File: config.mk
export PLATFORM = sky130hd
export DESIGN_NAME = digit_serial_addsub
export DESIGN_NICKNAME = d
export VERILOG_FILES = /design/src/rtl/digit_serial_addsub.sv
export SDC_FILE = /design/constraint.sdc
export NUM_CORES = 1
export LEC_CHECK = 0
export ABC_AREA = 0
export BUFFER_PORTS_ARGS = -buffer_cell sky130_fd_sc_hd__buf_2
export CORE_ASPECT_RATIO = 1.4
export CORE_MARGIN = 2
export CORE_UTILIZATION = 49
export CTS_CLUSTER_SIZE = 10
export DETAILED_ROUTE_END_ITERATION = 10
export GPL_TIMING_DRIVEN = 1
export PLACE_DENSITY = 0.74
export SLEW_MARGIN = 5
export SYNTH_ARGS = -nofsm -noshare
export SYNTH_HDL_FRONTEND = slang
export SYNTH_SLANG_ARGS = --single-unit
File: constraint.sdc
create_clock -name iClk -period 2 [get_ports iClk]
set_clock_uncertainty 0.2 [all_clocks]
set_input_delay 0 -clock iClk [delete_from_list [all_inputs] [get_ports iClk]]
set_output_delay 0 -clock iClk [all_outputs]
set_load 0.05 [all_outputs]
File: src/rtl/digit_serial_addsub.sv
// Digit-serial add/subtract, DIGIT bits per cycle LSB first; result and oDone appear N=WIDTH/DIGIT cycles after accept.
// No backpressure: iStart is sampled only while idle and is ignored (never queued) while busy.
module digit_serial_addsub #(
  parameter int WIDTH = 8,
  parameter int DIGIT = 2
) (
  input  logic             iClk,
  input  logic             iRst_n,
  input  logic             iStart,
  input  logic             iSub,
  input  logic [WIDTH-1:0] iData_a,
  input  logic [WIDTH-1:0] iData_b,
  input  logic             iC,
  output logic             oBusy,
  output logic             oDone,
  output logic [WIDTH-1:0] oData,
  output logic             oData_C,
  output logic             oOverflow,
  output logic             oZero
);

  localparam int N  = WIDTH / DIGIT;
  localparam int CW = (N > 1) ? $clog2(N) : 1;

  typedef enum logic {IDLE = 1'b0, RUN = 1'b1} stateT;

  stateT            state;
  logic [WIDTH-1:0] regA;
  logic [WIDTH-1:0] regB;
  logic [WIDTH-1:0] sumSr;
  logic             carry;
  logic             subMode;
  logic [CW-1:0]    cnt;

  logic [DIGIT:0]   digitSum;
  logic [WIDTH-1:0] digitExt;
  logic [WIDTH-1:0] sumNext;
  logic             msbCarryIn;
  logic             lastDigit;

  always_comb begin
    digitSum = {1'b0, regA[DIGIT-1:0]} + {1'b0, regB[DIGIT-1:0]} + (DIGIT+1)'(carry);
    digitExt = '0;
    digitExt[DIGIT-1:0] = digitSum[DIGIT-1:0];
    sumNext = (sumSr >> DIGIT) | (digitExt << (WIDTH - DIGIT));
    // Sum bit = a ^ b ^ cin, so the carry into the digit's top bit is recoverable from it.
    msbCarryIn = regA[DIGIT-1] ^ regB[DIGIT-1] ^ digitSum[DIGIT-1];
    lastDigit = (cnt == CW'(N - 1));
  end

  always_ff @(posedge iClk or negedge iRst_n) begin
    if (!iRst_n) begin
      state     <= IDLE;
      regA      <= '0;
      regB      <= '0;
      sumSr     <= '0;
      carry     <= 1'b0;
      subMode   <= 1'b0;
      cnt       <= '0;
      oBusy     <= 1'b0;
      oDone     <= 1'b0;
      oData     <= '0;
      oData_C   <= 1'b0;
      oOverflow <= 1'b0;
      oZero     <= 1'b0;
    end else begin
      oDone <= 1'b0;
      case (state)
        IDLE: begin
          if (iStart) begin
            regA    <= iData_a;
            regB    <= iSub ? ~iData_b : iData_b;
            carry   <= iSub ^ iC;
            subMode <= iSub;
            sumSr   <= '0;
            cnt     <= '0;
            oBusy   <= 1'b1;
            state   <= RUN;
          end
        end
        RUN: begin
          regA  <= regA >> DIGIT;
          regB  <= regB >> DIGIT;
          carry <= digitSum[DIGIT];
          sumSr <= sumNext;
          cnt   <= cnt + CW'(1);
          if (lastDigit) begin
            oData     <= sumNext;
            oData_C   <= subMode ^ digitSum[DIGIT];
            oOverflow <= msbCarryIn ^ digitSum[DIGIT];
            oZero     <= (sumNext == '0);
            oDone     <= 1'b1;
            oBusy     <= 1'b0;
            state     <= IDLE;
          end
        end
        default: state <= IDLE;
      endcase
    end
  end

endmodule

* Word level (Yosys, flattened, before mapping)
Cells that the tools add are included.
** Operators by class
- Equal/unequal tests :: 3
- Add/subtract/negate cells :: 3
- Reduce and logical (&&, ||, !) cells :: 4
- Mux-type cells :: 19
- Bitwise operators :: 8
** Operator list (number)
- case mux 8 bit (2 select lines) :: 3
- 2-to-1 mux 8 bit :: 4
- zero test 8 bit :: 1
- inverter 8 bit :: 1
- bitwise OR 6 x 8 -> 8 bit :: 1
- 2-to-1 mux 1 bit :: 7
- case mux 1 bit (2 select lines) :: 3
- AND reduction 2 bit :: 3
- bitwise XOR 1 bit :: 5
- case mux 2 bit (2 select lines) :: 1
- adder 2 x 2 -> 3 bit :: 1
- adder 3 x 1 -> 3 bit :: 1
- adder 2 x 1 -> 2 bit, second input constant :: 1
- == test 2 bit, second input constant :: 1
- 2-to-1 mux 2 bit :: 1
- != test 2 x 1 -> 1 bit, second input constant :: 1
- != test 2 bit, second input constant :: 1
- inverter 1 bit :: 1
** Storage, ports and cells
- Input bits :: 21
- Bits in registers :: 42
- Logic and storage cells :: 50

* Depth between registers and ports, before layout
- Depth after elaboration :: 4
- Depth in mapped cells :: 6
- Mapped depth without buffers :: 6

* Worst setup path after synthesis
Ideal clock, no wire load.
- Kind :: reg2reg
- Start point :: register regA[0]
- End point :: register oOverflow
- Required time :: 1.680 ns
- Data arrival time :: 1.710 ns
- Path buffers :: 0
- Stages on the path, launching flop included :: 7
- Setup slack :: -0.029 ns
- Path through :: dfrtp_1 > inv_1 > fa_1 > fa_1 > xor2_1 > xnor2_1 > o21ai_2
** On the way
- Longest elaborated chain between the ends :: 4
** RTL lines
- from (decl) :: RTL line 28 : logic [WIDTH-1:0] regA;
- from (signal assigned) :: RTL line 71 : regA <= iData_a;
- from (signal assigned) :: RTL line 82 : regA <= regA >> DIGIT;
- adder 2 x 2 -> 3 bit * :: RTL line 42 : digitSum = {1'b0, regA[DIGIT-1:0]} + {1'b0, regB[DIGIT-1:0]} + (DIGIT+1)'(carry);
- adder 3 x 1 -> 3 bit * :: RTL line 42
- bitwise XOR 1 bit :: RTL line 47 : msbCarryIn = regA[DIGIT-1] ^ regB[DIGIT-1] ^ digitSum[DIGIT-1];
- bitwise XOR 1 bit * :: RTL line 90 : oOverflow <= msbCarryIn ^ digitSum[DIGIT];
- to (signal assigned) :: RTL line 90
- to (decl) :: RTL line 18 : output logic oOverflow,
Mark *: on every way between the ends. The rest lies on a longest branch, timed or not.
A chain may end at the register's enable or synchronous reset.

* Final worst setup path
- Start point :: register carry
- End point :: register oOverflow
** On the way
- Longest elaborated chain between the ends :: 3
** RTL lines
- from (decl) :: RTL line 31 : logic carry;
- from (signal assigned) :: RTL line 73 : carry <= iSub ^ iC;
- from (signal assigned) :: RTL line 84 : carry <= digitSum[DIGIT];
- adder 3 x 1 -> 3 bit * :: RTL line 42
- bitwise XOR 1 bit :: RTL line 47
- bitwise XOR 1 bit * :: RTL line 90
Marked as above.

==> parameters.txt <==
Parameter                              Value

Synth
  Top cells by area in the synthesized netlist ... sky130_fd_sc_hd__dfrtp_1 (52%), sky130_fd_sc_hd__mux2i_1 (9.9%), sky130_fd_sc_hd__o21ai_1 (4.2%)
  Area share of the leading cell type in the synthesized netlist ... 52.1%
  Seq/Total Area, Yosys ... 52.1%
  Count of cell types in the netlist ... 25
  Yosys warning count ... 0
  Leading area contributor after synthesis ... sky130_fd_sc_hd__dfrtp_1
  Seq cells post-synth ... 40
  Synthesized net count ... 185
  Gate count after technology mapping ... 160
  Mean instance size in the synthesized netlist ... 12.0 um2
  Syn Std Cell Area ... 1920 um2

Drt
  Per-cell via count in the routed design ... 5.02
  Routed vias ... 1295
  Number of optimization iterations in the first detailed-route pass ... 4
  Final routed DRC violation total ... 0
  Average wire per standard cell ... 13.3 um
  Detailed router's first-iteration violation count ... 20
  Antenna-violating nets left ... 0
  Overall routed net length ... 3.44 mm

Cells and area
  Number of filler instances in the final layout ... 297
  Antenna Diode Count ... 0
  Layout Cell Area excl Fill ... 2400 um2
  Cell Count, Final, Fillers Out ... 258
  Area growth from synthesis to final layout ... 24.8%
  Final layout net count ... 240
  Share of the core filled with cells ... 64.7%
  Proportion of layout cells with a drive suffix above 1 ... 29.2%

Timing
  Hold WS ... 0.0628 ns
  Worst slew margin ... 41.7%
  Worst-Margin Slew ... 0.874 ns
  Hold Violations, Final ... 0
  Setup repair after global routing missed its margin ... true
  Number of max-slew violations in the final report ... 0
  TNS Setup ... -0.0750 ns
  Final worst setup slack ... -0.0523 ns
  F_max ... 487 MHz
  Minimum period implied by the final worst setup slack ... 2.05 ns
  Total of endpoints with negative setup slack in the final report ... 2
  Tcrit/Tclk final ... 103%

Critical path
  Crit path arrival time ... 2.03 ns
  Maximum fanout along the worst path ... 3
  Classification of the worst setup path ... reg2reg
  Critical path startpoint category ... flip-flop
  Setup crit end kind ... flip-flop
  CP Data Required Time ... 1.97 ns

Power and ir drop
  Internal Power ... 2.25 mW
  Total power of the final layout ... 3.71 mW
  Leakage power ... 1.20 nW
  Combinational share of power ... 44.2%
  Psw ... 1.46 mW
  Flop pwr share ... 36.8%
  Sw frac ... 39.4%
  Peak VDD IR ... 1040 uV
  Areal power density over the cells ... 1550 nW/um2
  Share of power burned in the clock network ... 19.0%

GRT
  Final global-route overflow total ... 0
  Wire length of the first global-routing pass ... 5.95 mm
  Number of global-route vias before repair ... 1330
  Number of antenna violations at the first check in global routing ... 0
  GRT Resource Usage Total ... 17.3%
  Pin count of the biggest net entering global routing ... 41

Clocking
  Root buffer cell ... sky130_fd_sc_hd__clkbuf_8
  Maximum buffer depth of the clock tree ... 2
  H-tree depth ... 2
  Clk pin slew, worst setup/hold paths ... 0.07 ns
  Number of sinks handled by clock tree synthesis ... 40
  CTS buffer count ... 5
  CTS tree ... built
  Skew-Pair Late Insertion Delay ... 0.29 ns

Run
  Maxcap violations ... 0

Place
  Placed Cells incl. Taps ... 229
  Gp weighted congestion ... 0.814
  Hpwl dp ... 2.38 mm
  Worst slack at placement ... -0.112 ns
  Number of input and output port buffers inserted ... 33
  Placement Cell Area ... 2050 um2

Floorplanning
  IO Count ... 34
  Placeable Area ... 3710 um2
  Die footprint ... 4450 um2
  Number of standard-cell rows in the floorplan ... 26
  Chip Width ... 56.9 um
  Initial Utilization ... 51.8%
  Vert. Die Dim ... 78.1 um

Run status
  Result of the run ... finished with violations
  Violations in the final reports ... setup timing

Worst hold path
  Min-delay worst type ... in2reg
[routing by layer]
layer / vias to the layer above / wire length [um] / GRT usage [%]
met4: 0 / 70 / 6.98
met2: 26 / 1850 / 30.9
li1: 642 / - / -
met3: 7 / 115 / 4.78
met5: - / 0 / 0
met1: 620 / 1400 / 18.9
[state kept, by name, summed over array words and instances, names as in the netlist, 2 cells and up]
signal  cells
regA        8
oData       8
sumSr       6
regB        8
cnt         2
[area by class of cell]
class | count | area [um2] | area share, %
multi-input cells | 103 | 792 | 33.0
clock buffers | 7 | 96.3 | 4.02
flip-flops and latches | 40 | 1000 | 41.7
repair buffers | 58 | 400 | 16.7
clock inverters | 1 | 30.0 | 1.25
well taps | 42 | 52.6 | 2.19
inverters | 7 | 26.3 | 1.10
[path summary, 6_finish.rpt]
| kind | startpoint | endpoint | slack, ns | cells past startpoint |
|---|---|---|---|---|
| max in group asynchronous | iRst_n | regB[5]$_DFFE_PN0P_ | 0.90 | 2 |
| min in group asynchronous | iRst_n | oData[0]$_DFFE_PN0P_ | 0.16 | 2 |
| worst max-delay path | carry$_DFFE_PN0P_ | oOverflow$_DFFE_PN0P_ | -0.05 | 6 |
| worst min-delay path | iStart | sumSr[4]$_DFFE_PN0P_ | 0.06 | 2 |
| worst max register to register | carry$_DFFE_PN0P_ | oOverflow$_DFFE_PN0P_ | -0.05 | 6 |
| worst min register to register | oData[7]$_DFFE_PN0P_ | oData[7]$_DFFE_PN0P_ | 0.28 | 2 |
[cells in the final DEF (no fill, tap or decap)]
master and instances:
sky130_fd_sc_hd__a211oi_2 2, sky130_fd_sc_hd__a22o_1 3, sky130_fd_sc_hd__buf_2 33, sky130_fd_sc_hd__buf_4 6, sky130_fd_sc_hd__bufinv_16 1, sky130_fd_sc_hd__clkbuf_8 7, sky130_fd_sc_hd__dfrtp_1 40, sky130_fd_sc_hd__dlygate4sd3_1 19
sky130_fd_sc_hd__fa_1 1, sky130_fd_sc_hd__fa_2 1, sky130_fd_sc_hd__ha_1 2, sky130_fd_sc_hd__inv_1 5, sky130_fd_sc_hd__inv_2 2, sky130_fd_sc_hd__mux2_2 6, sky130_fd_sc_hd__mux2_4 1, sky130_fd_sc_hd__mux2i_1 19
sky130_fd_sc_hd__nand2_1 20, sky130_fd_sc_hd__nand2_4 1, sky130_fd_sc_hd__nand2b_1 5, sky130_fd_sc_hd__nand2b_4 1, sky130_fd_sc_hd__nor2_1 7, sky130_fd_sc_hd__nor4b_1 1, sky130_fd_sc_hd__nor4b_4 1, sky130_fd_sc_hd__o21ai_0 2
sky130_fd_sc_hd__o21ai_1 16, sky130_fd_sc_hd__o21ai_2 1, sky130_fd_sc_hd__o22ai_1 1, sky130_fd_sc_hd__xnor2_1 3, sky130_fd_sc_hd__xor2_1 9
[cell families after synthesis]
group           Yosys count  share of synthesized area (%)
mux                      26                           14.2
fa+ha+maj                 4                           3.39
compound gates           25                           8.14
xor+xnor                 12                           5.47
simple gates             36                           9.11
flops                    40                           52.1
buf+inv                  17                           7.62
[cell usage after synthesis]
| library cell | instances |
|---|---|
| sky130_fd_sc_hd__dfrtp_1 | 40 |
| sky130_fd_sc_hd__nand2_1 | 20 |
| sky130_fd_sc_hd__mux2i_1 | 19 |
| sky130_fd_sc_hd__o21ai_1 | 16 |
| sky130_fd_sc_hd__xor2_1 | 9 |
| sky130_fd_sc_hd__inv_1 | 7 |
| sky130_fd_sc_hd__nor2_1 | 7 |
| sky130_fd_sc_hd__buf_6 | 6 |
| sky130_fd_sc_hd__mux2_2 | 6 |
| sky130_fd_sc_hd__nand2b_1 | 5 |
| sky130_fd_sc_hd__a22o_1 | 3 |
| sky130_fd_sc_hd__xnor2_1 | 3 |
| sky130_fd_sc_hd__a211oi_2 | 2 |
| sky130_fd_sc_hd__buf_12 | 2 |
| sky130_fd_sc_hd__fa_1 | 2 |
| sky130_fd_sc_hd__ha_1 | 2 |
| sky130_fd_sc_hd__nor4b_1 | 2 |
| sky130_fd_sc_hd__o21ai_0 | 2 |
| sky130_fd_sc_hd__buf_4 | 1 |
| sky130_fd_sc_hd__clkbuf_2 | 1 |
| sky130_fd_sc_hd__mux2_4 | 1 |
| sky130_fd_sc_hd__nand2_4 | 1 |
| sky130_fd_sc_hd__nand2b_4 | 1 |
| sky130_fd_sc_hd__o21ai_2 | 1 |
| sky130_fd_sc_hd__o22ai_1 | 1 |
[power by group through the flow]
| stage | registers, mW | logic (mW) | clock network, mW |
|---|---|---|---|
| after floorplan | 1.70 | 0.922 | 0 |
| after global placement | 1.34 | 1.53 | 0 |
| after detailed placement | 1.37 | 1.58 | 0 |
| after CTS | 1.36 | 1.63 | 0.728 |
| after global routing | 1.41 | 1.78 | 0.761 |
| final | 1.37 | 1.64 | 0.707 |
[critical path: stages, from the launching register on]
cell                      delay (ns)
sky130_fd_sc_hd__dfrtp_1        0.36
sky130_fd_sc_hd__inv_2          0.05
sky130_fd_sc_hd__fa_2           0.38
sky130_fd_sc_hd__fa_1           0.54
sky130_fd_sc_hd__xor2_1         0.19
sky130_fd_sc_hd__xnor2_1        0.15
sky130_fd_sc_hd__o21ai_2        0.07
[repair_timing]
| item | CTS | global route |
|---|---|---|
| gates resized for setup | 1 | 2 |
| cloned | 0 | 0 |
| pin swaps | 2 | 2 |
| endpoints found under the setup margin | 2 | 2 |
| hold endpoints to repair | 58 | 0 |
| hold buffers | 19 | 0 |
| buffers inserted | 1 | 1 |
Power figures use the tool's default switching activity.
